===== src/rtl/uart_pkg.sv =====
// Shared types and helpers for the UART receive/transmit pair.
package uart_pkg;

  typedef enum logic [2:0] {IDLE, START, DATA, STOP, BREAK} rx_state_t;

  localparam logic START_BIT = 1'b0;
  localparam logic STOP_BIT  = 1'b1;

  function automatic int unsigned bit_period(int unsigned clk_freq, int unsigned bitrate);
    return clk_freq / bitrate;
  endfunction

endpackage


===== src/rtl/uart_rx_if.sv =====
// Serial line in, received word out; master is the receiver, slave the line driver/consumer.
interface uart_rx_if #(
  parameter int unsigned W_DATA = 8
);
  logic              rx;
  logic [W_DATA-1:0] data;
  logic              rx_valid;
  logic              frame_err;
  logic              rx_busy;

  modport master (input rx, output data, output rx_valid, output frame_err, output rx_busy);
  modport slave  (output rx, input data, input rx_valid, input frame_err, input rx_busy);
endinterface


===== src/rtl/uart_sync.sv =====
// Two-flop synchronizer; resets to 1 so an idle serial line looks idle out of reset.
module uart_sync (
  input  logic clk,
  input  logic arstn,
  input  logic d_i,
  output logic q_o
);
  logic [1:0] ff_q;

  always_ff @(posedge clk) begin
    if (!arstn) ff_q <= 2'b11;
    else        ff_q <= {ff_q[0], d_i};
  end

  assign q_o = ff_q[1];
endmodule


===== src/rtl/uart_rx.sv =====
// 8N1-style serial receiver: start-bit qualification, mid-bit sampling, framing-error detection.
module uart_rx
  import uart_pkg::*;
#(
  parameter int unsigned CLK_FREQUENCY = 50_000_000,
  parameter int unsigned BITRATE       = 115_200,
  parameter int unsigned W_DATA        = 8
) (
  input logic      clk,
  input logic      arstn,
  uart_rx_if.master bus
);
  localparam int unsigned BIT_PERIOD = bit_period(CLK_FREQUENCY, BITRATE);
  localparam int unsigned W_PERIOD   = $clog2(BIT_PERIOD);
  localparam int unsigned W_BIT      = $clog2(W_DATA + 1);

  localparam logic [W_PERIOD-1:0] LAST_TICK = W_PERIOD'(BIT_PERIOD - 1);
  localparam logic [W_PERIOD-1:0] MID_TICK  = W_PERIOD'(BIT_PERIOD / 2 - 1);
  localparam logic [W_BIT-1:0]    LAST_BIT  = W_BIT'(W_DATA - 1);

  logic rx_s;

  rx_state_t           state_q, state_d;
  logic [W_PERIOD-1:0] period_cnt_q, period_cnt_d;
  logic [W_BIT-1:0]    bit_cnt_q, bit_cnt_d;
  logic [W_DATA-1:0]   shift_q, shift_d;
  logic [W_DATA-1:0]   data_q, data_d;
  logic                rx_valid_q, rx_valid_d;
  logic                frame_err_q, frame_err_d;
  logic                tick;

  uart_sync u_sync (
    .clk  (clk),
    .arstn(arstn),
    .d_i  (bus.rx),
    .q_o  (rx_s)
  );

  assign tick = (period_cnt_q == LAST_TICK);

  always_comb begin
    state_d      = state_q;
    period_cnt_d = (state_q == IDLE || tick) ? '0 : period_cnt_q + W_PERIOD'(1);
    bit_cnt_d    = bit_cnt_q;
    shift_d      = shift_q;
    data_d       = data_q;
    rx_valid_d   = 1'b0;
    frame_err_d  = 1'b0;

    unique case (state_q)
      IDLE: begin
        if (rx_s == START_BIT) state_d = START;
      end
      START: begin
        if (period_cnt_q == MID_TICK) begin
          if (rx_s == START_BIT) begin
            state_d   = DATA;
            bit_cnt_d = '0;
          end else begin
            state_d = IDLE;
          end
        end
      end
      DATA: begin
        if (tick) begin
          shift_d   = {rx_s, shift_q[W_DATA-1:1]};
          bit_cnt_d = bit_cnt_q + W_BIT'(1);
          if (bit_cnt_q == LAST_BIT) state_d = STOP;
        end
      end
      STOP: begin
        // Leave at the stop-bit midpoint so a gapless next start bit is still caught.
        if (tick) begin
          if (rx_s == STOP_BIT) begin
            data_d     = shift_q;
            rx_valid_d = 1'b1;
            state_d    = IDLE;
          end else begin
            frame_err_d = 1'b1;
            state_d     = BREAK;
          end
        end
      end
      BREAK: begin
        if (rx_s == STOP_BIT) state_d = IDLE;
      end
      default: state_d = IDLE;
    endcase

    if (state_d != state_q) period_cnt_d = '0;
  end

  always_ff @(posedge clk) begin
    if (!arstn) begin
      state_q      <= IDLE;
      period_cnt_q <= '0;
      bit_cnt_q    <= '0;
      shift_q      <= '0;
      data_q       <= '0;
      rx_valid_q   <= 1'b0;
      frame_err_q  <= 1'b0;
    end else begin
      state_q      <= state_d;
      period_cnt_q <= period_cnt_d;
      bit_cnt_q    <= bit_cnt_d;
      shift_q      <= shift_d;
      data_q       <= data_d;
      rx_valid_q   <= rx_valid_d;
      frame_err_q  <= frame_err_d;
    end
  end

  assign bus.data      = data_q;
  assign bus.rx_valid  = rx_valid_q;
  assign bus.frame_err = frame_err_q;
  assign bus.rx_busy   = (state_q != IDLE);
endmodule

===== src/flat_wrapper.sv =====
// flat-port wrapper written by rule: the top's interface ports become plain ports
module uart_rx_flat import uart_pkg::*;
#(
  parameter int unsigned CLK_FREQUENCY = 50_000_000,
  parameter int unsigned BITRATE       = 115_200,
  parameter int unsigned W_DATA        = 8
)
  (clk, arstn, bus_rx, bus_data, bus_rx_valid, bus_frame_err, bus_rx_busy);
  uart_rx_if #(.W_DATA(W_DATA)) bus_i ();
  input logic clk;
  input logic arstn;
  input wire logic [$bits(bus_i.rx)-1:0] bus_rx;
  output wire logic [$bits(bus_i.data)-1:0] bus_data;
  output wire logic [$bits(bus_i.rx_valid)-1:0] bus_rx_valid;
  output wire logic [$bits(bus_i.frame_err)-1:0] bus_frame_err;
  output wire logic [$bits(bus_i.rx_busy)-1:0] bus_rx_busy;
  assign bus_i.rx = bus_rx;
  assign bus_data = bus_i.data;
  assign bus_rx_valid = bus_i.rx_valid;
  assign bus_frame_err = bus_i.frame_err;
  assign bus_rx_busy = bus_i.rx_busy;
  uart_rx #(.CLK_FREQUENCY(CLK_FREQUENCY), .BITRATE(BITRATE), .W_DATA(W_DATA)) u_core (.clk(clk), .arstn(arstn), .bus(bus_i));
endmodule

===== config.mk =====
export PLATFORM = sky130hd
export DESIGN_NAME = uart_rx_flat
export DESIGN_NICKNAME = d
export VERILOG_FILES = /design/src/rtl/uart_pkg.sv /design/src/rtl/uart_rx_if.sv /design/src/rtl/uart_sync.sv /design/src/rtl/uart_rx.sv /design/src/flat_wrapper.sv
export SDC_FILE = /design/constraint.sdc
export NUM_CORES = 1
export LEC_CHECK = 0
export ABC_CLOCK_PERIOD_IN_PS = 2400
export CORE_AREA = 2 2 64 66
export CTS_CLUSTER_DIAMETER = 80
export DETAILED_ROUTE_END_ITERATION = 16
export DIE_AREA = 0 0 66 68
export SLEW_MARGIN = 20
export SYNTH_ARGS = -nofsm -noshare
export SYNTH_HDL_FRONTEND = slang
export SYNTH_SLANG_ARGS = --single-unit

===== constraint.sdc =====
create_clock -name clk -period 2.4 [get_ports clk]
set_input_delay 0.48 -clock clk [delete_from_list [all_inputs] [get_ports clk]]
set_output_delay 0.48 -clock clk [all_outputs]
set_load 0.02 [all_outputs]

* Yosys cells after proc, flatten, opt, wreduce, memory -nomap -nowiden
Cells that the tools add are included.
Word-level totals: register bits after elaboration 36, bits of input ports 3, output and inout bits 11, logic and storage cells 46
Cells by class: add/sub/neg operators 2, equal/unequal tests 11, muxes and demuxes 15, bitwise logic cells 1, reductions and logical operators 9
Operator list (number):
- $mux W3 | 7
- $pmux W3 S5 | 1
- $mux W4 | 3
- $add A9 B1 Y9 const B | 1
- $eq A9 B8 Y1 const B | 1
- $eq A9 B9 Y1 const B | 1
- $pmux W4 S2 | 1
- $eq A3 B2 Y1 const B | 2
- $reduce_and A3 Y1 | 2
- $add A4 B1 Y4 const B | 1
- $eq A4 B3 Y1 const B | 1
- $ne A2 B1 Y1 const B | 2
- $reduce_and A4 Y1 | 1
- $eq A3 B1 Y1 const B | 1
- $eq A3 B3 Y1 const B | 1
- $logic_not A3 Y1 | 1
- $ne A3 B3 Y1 | 1
- $reduce_bool A3 Y1 | 1
- $reduce_or A3 Y1 | 1
- $mux W1 | 2
- $mux W2 | 1
- $ne A2 B2 Y1 const B | 1
- $reduce_and A2 Y1 | 1
- $reduce_bool A2 Y1 | 1
- 2 further kinds | 2

* Logic depth before layout (Yosys ltp)
Gate-level depths: netlist of the first run.
depth in word-level cells 6, depth in mapped cells 8, mapped depth without buffers 7

* By module
A second synthesis of the first run with hierarchy kept.
Second synthesis, totals: cells, all modules 172, area, all modules 1636.6 µm²
By module, submodules not included:
- uart_rx | instances 1, cells an instance 168, area an instance 1584.0 µm², sequential area each 680.7 µm²
- uart_sync | instances 1, cells an instance 4, area an instance 52.6 µm², sequential area each 40.0 µm²

* Least setup slack after synthesis of the first run
Ideal clock, no wire load.
path kind reg2reg, start reg u_core.period_cnt_q[0], end reg u_core.period_cnt_q[2], setup time 0.070 ns, arrival 1.837 ns, data required time 2.330 ns, setup slack 0.493 ns, stages on the path, launching flop included 8, buffers on the path 1, period minus slack after synthesis 1.907 ns, cells stage by stage dfxtp_1 -> ha_1 -> nand4bb_4 -> nor2_4 -> mux2_4 -> or3_1 -> buf_2 -> a21oi_1
On the way: longest elaborated chain between the ends 5, elaborated cells on any way between the ends 10, classes of those cells 1 x add/sub; 3 x eq/ne; 4 x mux; 2 x reduce/logical
RTL lines:
- from (decl) | line uart_rx.sv:24 | logic [W_PERIOD-1:0] period_cnt_q, period_cnt_d;
- from (signal assigned) | line uart_rx.sv:104 | period_cnt_q <= period_cnt_d;
- $eq A9 B9 Y1 or $eq A9 B8 Y1 (tied branches) | line uart_rx.sv:39, uart_rx.sv:55
- $mux W3 (on tied branches) | line uart_rx.sv:73, uart_rx.sv:55, uart_rx.sv:65
- $pmux W3 S5 | line uart_rx.sv:50 | unique case (state_q)
- $ne A3 B3 Y1 | line uart_rx.sv:90 | if (state_d != state_q) period_cnt_d = '0;
- $reduce_or A3 Y1 (no line)
Several ways; a longest one is shown, not always the timed one. A chain may end at the register's enable or synchronous reset.

* Final worst setup path of the first run
start reg u_core.state_q[1], end out bus_rx_busy
On the way: longest elaborated chain between the ends 1
RTL lines:
- from (decl) | line uart_rx.sv:23 | rx_state_t state_q, state_d;
- from (signal assigned) | line uart_rx.sv:103 | state_q <= state_d;
- $reduce_bool A3 Y1 | line uart_rx.sv:116 | assign bus.rx_busy = (state_q != IDLE);
- to (decl) | line flat_wrapper.sv:16 | output wire logic [$bits(bus_i.rx_busy)-1:0] bus_rx_busy;
No other way between the ends.

==> impl_metrics.tcl, run 1 <==
set metrics [dict create \
    status "complete, no violations" \
    multi_input_area_um2 878 \
    area_growth_pct 18.8 \
    clkPwrFrac_pct 45.6 \
    yosysWarnings 0 \
    switching_power_w 0.000253 \
    syn-instance-count 176 \
    register_area_um2 721 \
    antenna_found_initial 0 \
    hold_viol_final 0 \
    fin_crit_ns 2.13 \
    dr_total_vias 1261 \
    pwr-share-comb_pct 3.3 \
    synthFlopType "dfxtp_1" \
    drc 0 \
    yosys.area.top_type "dfxtp_1" \
    htreeDepth 2 \
    synth-edff-count 0 \
    clock_latency_ns 0.28 \
    cp_slowest_cell "clkdlybuf4s50_1" \
    diodes 0 \
    die_h_um 68 \
    skew_ns 0.00369 \
    fin_tns_setup_ns 0 \
    synth_nets 183 \
    finalWirelength_mm 3.08 \
    cts_sinks 36 \
    slew_violations 0 \
    worstHoldPathType "reg2reg" \
    dieArea_um2 4490 \
    intPower_w 0.000926 \
    wl_per_cell_um 12.6 \
    viasPerCell 5.15 \
    ys_seq_area_share_pct 43.9 \
    cp_max_fo 10 \
    clk_pin_slew_ns 0.08 \
    clk_path_buf_depth 2 \
    dp_hpwl_mm 2.25 \
    synth_cell_type_count 43 \
    grt.overflow.total 0 \
    instances_no_fill 245 \
    slowest_delay_ns 0.55 \
    crit_chain "or3_1 > clkdlybuf4s50_1" \
    fillCellCount 382 \
    grt_pass1_wl_mm 5.10 \
    postCtsHoldBufs 0 \
    crit_arrival_ns 1.65 \
    post_cts_buffers 0 \
    startpoint "u_core.state_q[1]" \
    root_buffer "clkbuf_8" \
    dr.first_iter.drc_count 81 \
    p_leak_nw 0.753 \
    netlist_area_um2 1640 \
    swShare_pct 21.4 \
    syn_avg_cell_area_um2 9.33 \
    worstMarginPinSlew_ns 0.609 \
    slew_headroom_pct 59.4 \
    worstPathRequired_ns 1.92 \
    drive_gt1_share_pct 10.8 \
    die_x_um 66 \
    criticalPathCategory "reg2out" \
    cp-end-kind "output port" \
    peakVddDrop_mv 0.428 \
    placedCellCount 237 \
    grt_pass1_vias 1181 \
    cts_tree "done" \
    synthTopCellsByArea "dfxtp_1 (44%), mux2i_1 (9.7%), nor2_1 (6.2%)" \
    hold_start "u_core.u_sync.ff_q[0]" \
    crit_path_start_kind "flip-flop" \
    ant_nets 0 \
    p_seq_share_pct 51.1 \
    io_pins 14 \
    final_cell_mix "dfxtp_1 (36), nor2_1 (27), nand2_1 (18)" \
    start_util_pct 42.6 \
    yosysTopAreaCellShare_pct 43.9 \
    fmax_mhz 468 \
    max_cap_viol_count 0 \
    rsz0062_at_grt "false" \
    gp_congestion 0.832 \
    grt_max_degree 19 \
    fin_crit_sh_pct 89.0 \
    cts_resized 0 \
    cts_buffers 5 \
    synth-seq-cells 36 \
    final_common_cell "dfxtp_1" \
    r2r-start "u_core.period_cnt_q[0]" \
    synthArstFlopShare_pct 0 \
    finalSetupViolations 0 \
    row_count 23 \
    num-nets-final 201 \
    port-buffer-count 13 \
    p_per_area_nw_per_um2 604 \
    core_area_um2 3860 \
    grt_use_total_pct 15.1 \
    first_pass_iters 4 \
]
==> power groups by stage <==
stage | combinational [W] | sequential (W) | clock (W)
2_1_floorplan | 0.0000266 | 0.000615 | 0
3_3_place_gp | 0.0000383 | 0.000617 | 0
3_5_place_dp | 0.0000391 | 0.000617 | 0
4_1_cts | 0.0000391 | 0.000603 | 0.000553
5_1_grt | 0.0000433 | 0.000603 | 0.000578
6_report | 0.0000388 | 0.000603 | 0.000537
==> routing by layer <==
layer  vias to the layer above  wire, µm  global-route usage, %
li1                        644         -                      -
met1                       586      1400                   18.1
met2                        23      1500                   25.0
met3                         8        98                   4.28
met4                         0        70                   7.91
met5                         -         0                      0
==> path summary, 6_finish.rpt <==
path	endpoint	slack (ns)	cells after the start
worst max-delay path	bus_rx_busy	0.27	2
worst max register to register	u_core.period_cnt_q[4]	0.32	6
worst min-delay path	u_core.u_sync.ff_q[1]	0.42	1
worst min register to register	u_core.u_sync.ff_q[1]	0.42	1
==> cell usage after synthesis, drive strengths merged (4+ instances only) <==
cell type / number
dfxtp: 36
nor2: 28
nand2: 18
mux2i: 16
a21oi: 12
inv: 5
nand3: 5
ha: 4
xnor2: 4
xor2: 4
==> metrics by stage <==
stage | utilization [%] | power (W) | area [µm²] | setup WS [ns] | hold WS (ns)
final | 50.6 | 0.00118 | 1950 | 0.265 | 0.417
after global routing | 50.6 | 0.00122 | 1950 | 0.206 | 0.458
after CTS | 50.6 | 0.00119 | 1950 | 0.266 | 0.421
after detailed placement | 47.6 | 0.000656 | 1840 | 0.264 | 0.397
after global placement | 47.6 | 0.000655 | 1840 | 0.281 | 0.399
after floorplan | - | 0.000642 | 1640 | 0.493 | 0.386
==> layout make-up <==
type,count,share of cell area (%)
clock inverters,3,2.37
multi-input cells,129,45.0
clock buffers,5,3.53
repair buffers,16,7.82
well taps,50,3.21
flip-flops and latches,36,36.9
inverters,6,1.15
==> flip-flops by register name, summed over array words and instances (netlist names) <==
| name | count |
|---|---|
| u_core.period_cnt_q | 9 |
| u_core.bus.data | 8 |
| u_core.shift_q | 8 |
| u_core.bit_cnt_q | 4 |
| u_core.state_q | 3 |
| u_core.u_sync.ff_q | 2 |
| u_core.bus.frame_err | 1 |
| u_core.bus.rx_valid | 1 |
==> critical path: cells and delay by family (launching register included) <==
kind	cells	cell delay, ns
buffers and inverters	1	0.55
AND/OR/NAND/NOR	1	0.42
flip-flops	1	0.40
==> kinds of logic after synthesis <==
kind of cell	count (synthesis)	share of synthesized area, %
AND/OR/NAND/NOR	79	27.5
multiplexers	17	10.7
adder cells (fa/ha/maj)	4	3.05
XOR/XNOR	8	4.26
buffers and inverters	11	2.67
flip-flops	36	43.9
AO/OA/AOI/OAI	21	8.00
Note: power is estimated with default switching activity, not from simulation.
==> run 2: changes to the inputs <==
Settings changed: CORE_AREA 2 2 64 66 to 2 2 58 73, DIE_AREA 0 0 66 68 to 0 0 60 75.
==> impl_metrics.tcl, run 2 (synthesized netlist as in run 1, its figures left out) <==
set metrics [dict create \
    cts_sinks 36 \
    clk_pin_slew_ns 0.07 \
    diodes 0 \
    io_pins 14 \
    worstHoldPathType "reg2reg" \
    skew_ns 0.00438 \
    pwr-share-comb_pct 3.3 \
    fin_crit_ns 2.22 \
    fin_tns_setup_ns 0 \
    ant_nets 0 \
    cts_buffers 5 \
    slew_headroom_pct 65.1 \
    drc 0 \
    finalWirelength_mm 3.18 \
    core_area_um2 3780 \
    die_h_um 75 \
    fin_crit_sh_pct 92.7 \
    worstPathRequired_ns 1.92 \
    htreeDepth 2 \
    hold_start "u_core.u_sync.ff_q[0]" \
    dp_hpwl_mm 2.38 \
    cts_resized 0 \
    fmax_mhz 450 \
    dr_total_vias 1285 \
    swShare_pct 21.9 \
    drive_gt1_share_pct 11.2 \
    area_growth_pct 18.7 \
    hold_slack_ns 0.420 \
    port-buffer-count 13 \
    first_pass_iters 5 \
    p_per_area_nw_per_um2 556 \
    grt_max_degree 18 \
    worstMarginPinSlew_ns 0.523 \
    grt.overflow.total 0 \
    wl_per_cell_um 12.7 \
    criticalPathCategory "reg2out" \
    p_seq_share_pct 55.9 \
    num-nets-final 203 \
    crit_path_start_kind "flip-flop" \
    placedCellCount 243 \
    max_cap_viol_count 0 \
    postCtsHoldBufs 0 \
    clock_latency_ns 0.29 \
    start_util_pct 43.4 \
    cp_max_fo 15 \
    top_register "u_core.period_cnt_q" \
    grt_pass1_wl_mm 5.43 \
    clkPwrFrac_pct 40.8 \
    post_cts_buffers 0 \
    r2r-start "u_core.period_cnt_q[0]" \
    switching_power_w 0.000237 \
    viasPerCell 5.12 \
    instances_no_fill 251 \
    cp-end-kind "output port" \
    slew_violations 0 \
    hold_viol_final 0 \
    final_common_cell "dfxtp_1" \
    intPower_w 0.000848 \
    p_leak_nw 0.753 \
    status "complete, no violations" \
    row_count 25 \
    cts_tree "done" \
    die_x_um 60 \
    rsz0062_at_grt "false" \
    gp_congestion 0.806 \
    startpoint "u_core.state_q[0]" \
    largest_reg_flops 9 \
    final_util_pct 51.5 \
    fillCellCount 366 \
    final_cell_mix "dfxtp_1 (36), nor2_1 (27), nand2_1 (18)" \
    clk_path_buf_depth 2 \
    finalSetupViolations 0 \
    dieArea_um2 4500 \
    dr.first_iter.drc_count 29 \
    grt_use_total_pct 16.2 \
    peakVddDrop_mv 0.310 \
    antenna_found_initial 0 \
    root_buffer "clkbuf_8" \
    grt_pass1_vias 1186 \
    crit_arrival_ns 1.74 \
]
[run 2: critical path, stage by stage (launching register included)]
cell             delay (ns)
dfxtp_1                0.65
or3_1                  0.20
clkdlybuf4s50_1        0.60
[run 2: layout make-up]
cell class	count	area (µm²)	area share [%]
repair buffers	18	168	8.60
clock inverters	1	7.51	0.385
well taps	54	67.6	3.46
multi-input cells	129	878	45.0
inverters	6	22.5	1.15
clock buffers	7	86.3	4.43
flip-flops and latches	36	721	36.9
[run 2: path summary, 6_finish.rpt]
kind	end	cells past startpoint	slack, ns
setup / recovery	bus_rx_busy	2	0.18
hold / removal	u_core.u_sync.ff_q[1]	1	0.42
setup reg to reg	u_core.period_cnt_q[1]	6	0.30
hold reg to reg	u_core.u_sync.ff_q[1]	1	0.42
[run 2: power groups by stage]
stage	Sequential (W)	Clock, W	Combinational (W)
floorplan	0.000615	0	0.0000266
global placement	0.000620	0	0.0000355
detailed placement	0.000620	0	0.0000356
CTS	0.000606	0.000460	0.0000359
global route	0.000607	0.000482	0.0000398
finish	0.000607	0.000443	0.0000356
[run 2: layer usage]
| layer | track usage (%) | wire length, µm | share of wire (%) |
|---|---|---|---|
| met2 | 27.3 | 1570 | 49 |
| met4 | 5.93 | 51 | 1.6 |
| met5 | 0 | 0 | 0 |
| met1 | 19.3 | 1440 | 45 |
| met3 | 4.64 | 119 | 3.7 |
[run 2: through the flow]
stage | power [W] | area [µm²] | setup slack (ns)
final | 0.00108 | 1950 | 0.176
after floorplan | 0.000642 | 1640 | 0.493
after global routing | 0.00113 | 1950 | 0.110
after global placement | 0.000656 | 1860 | 0.413
after CTS | 0.00110 | 1950 | 0.173
after detailed placement | 0.000656 | 1860 | 0.325
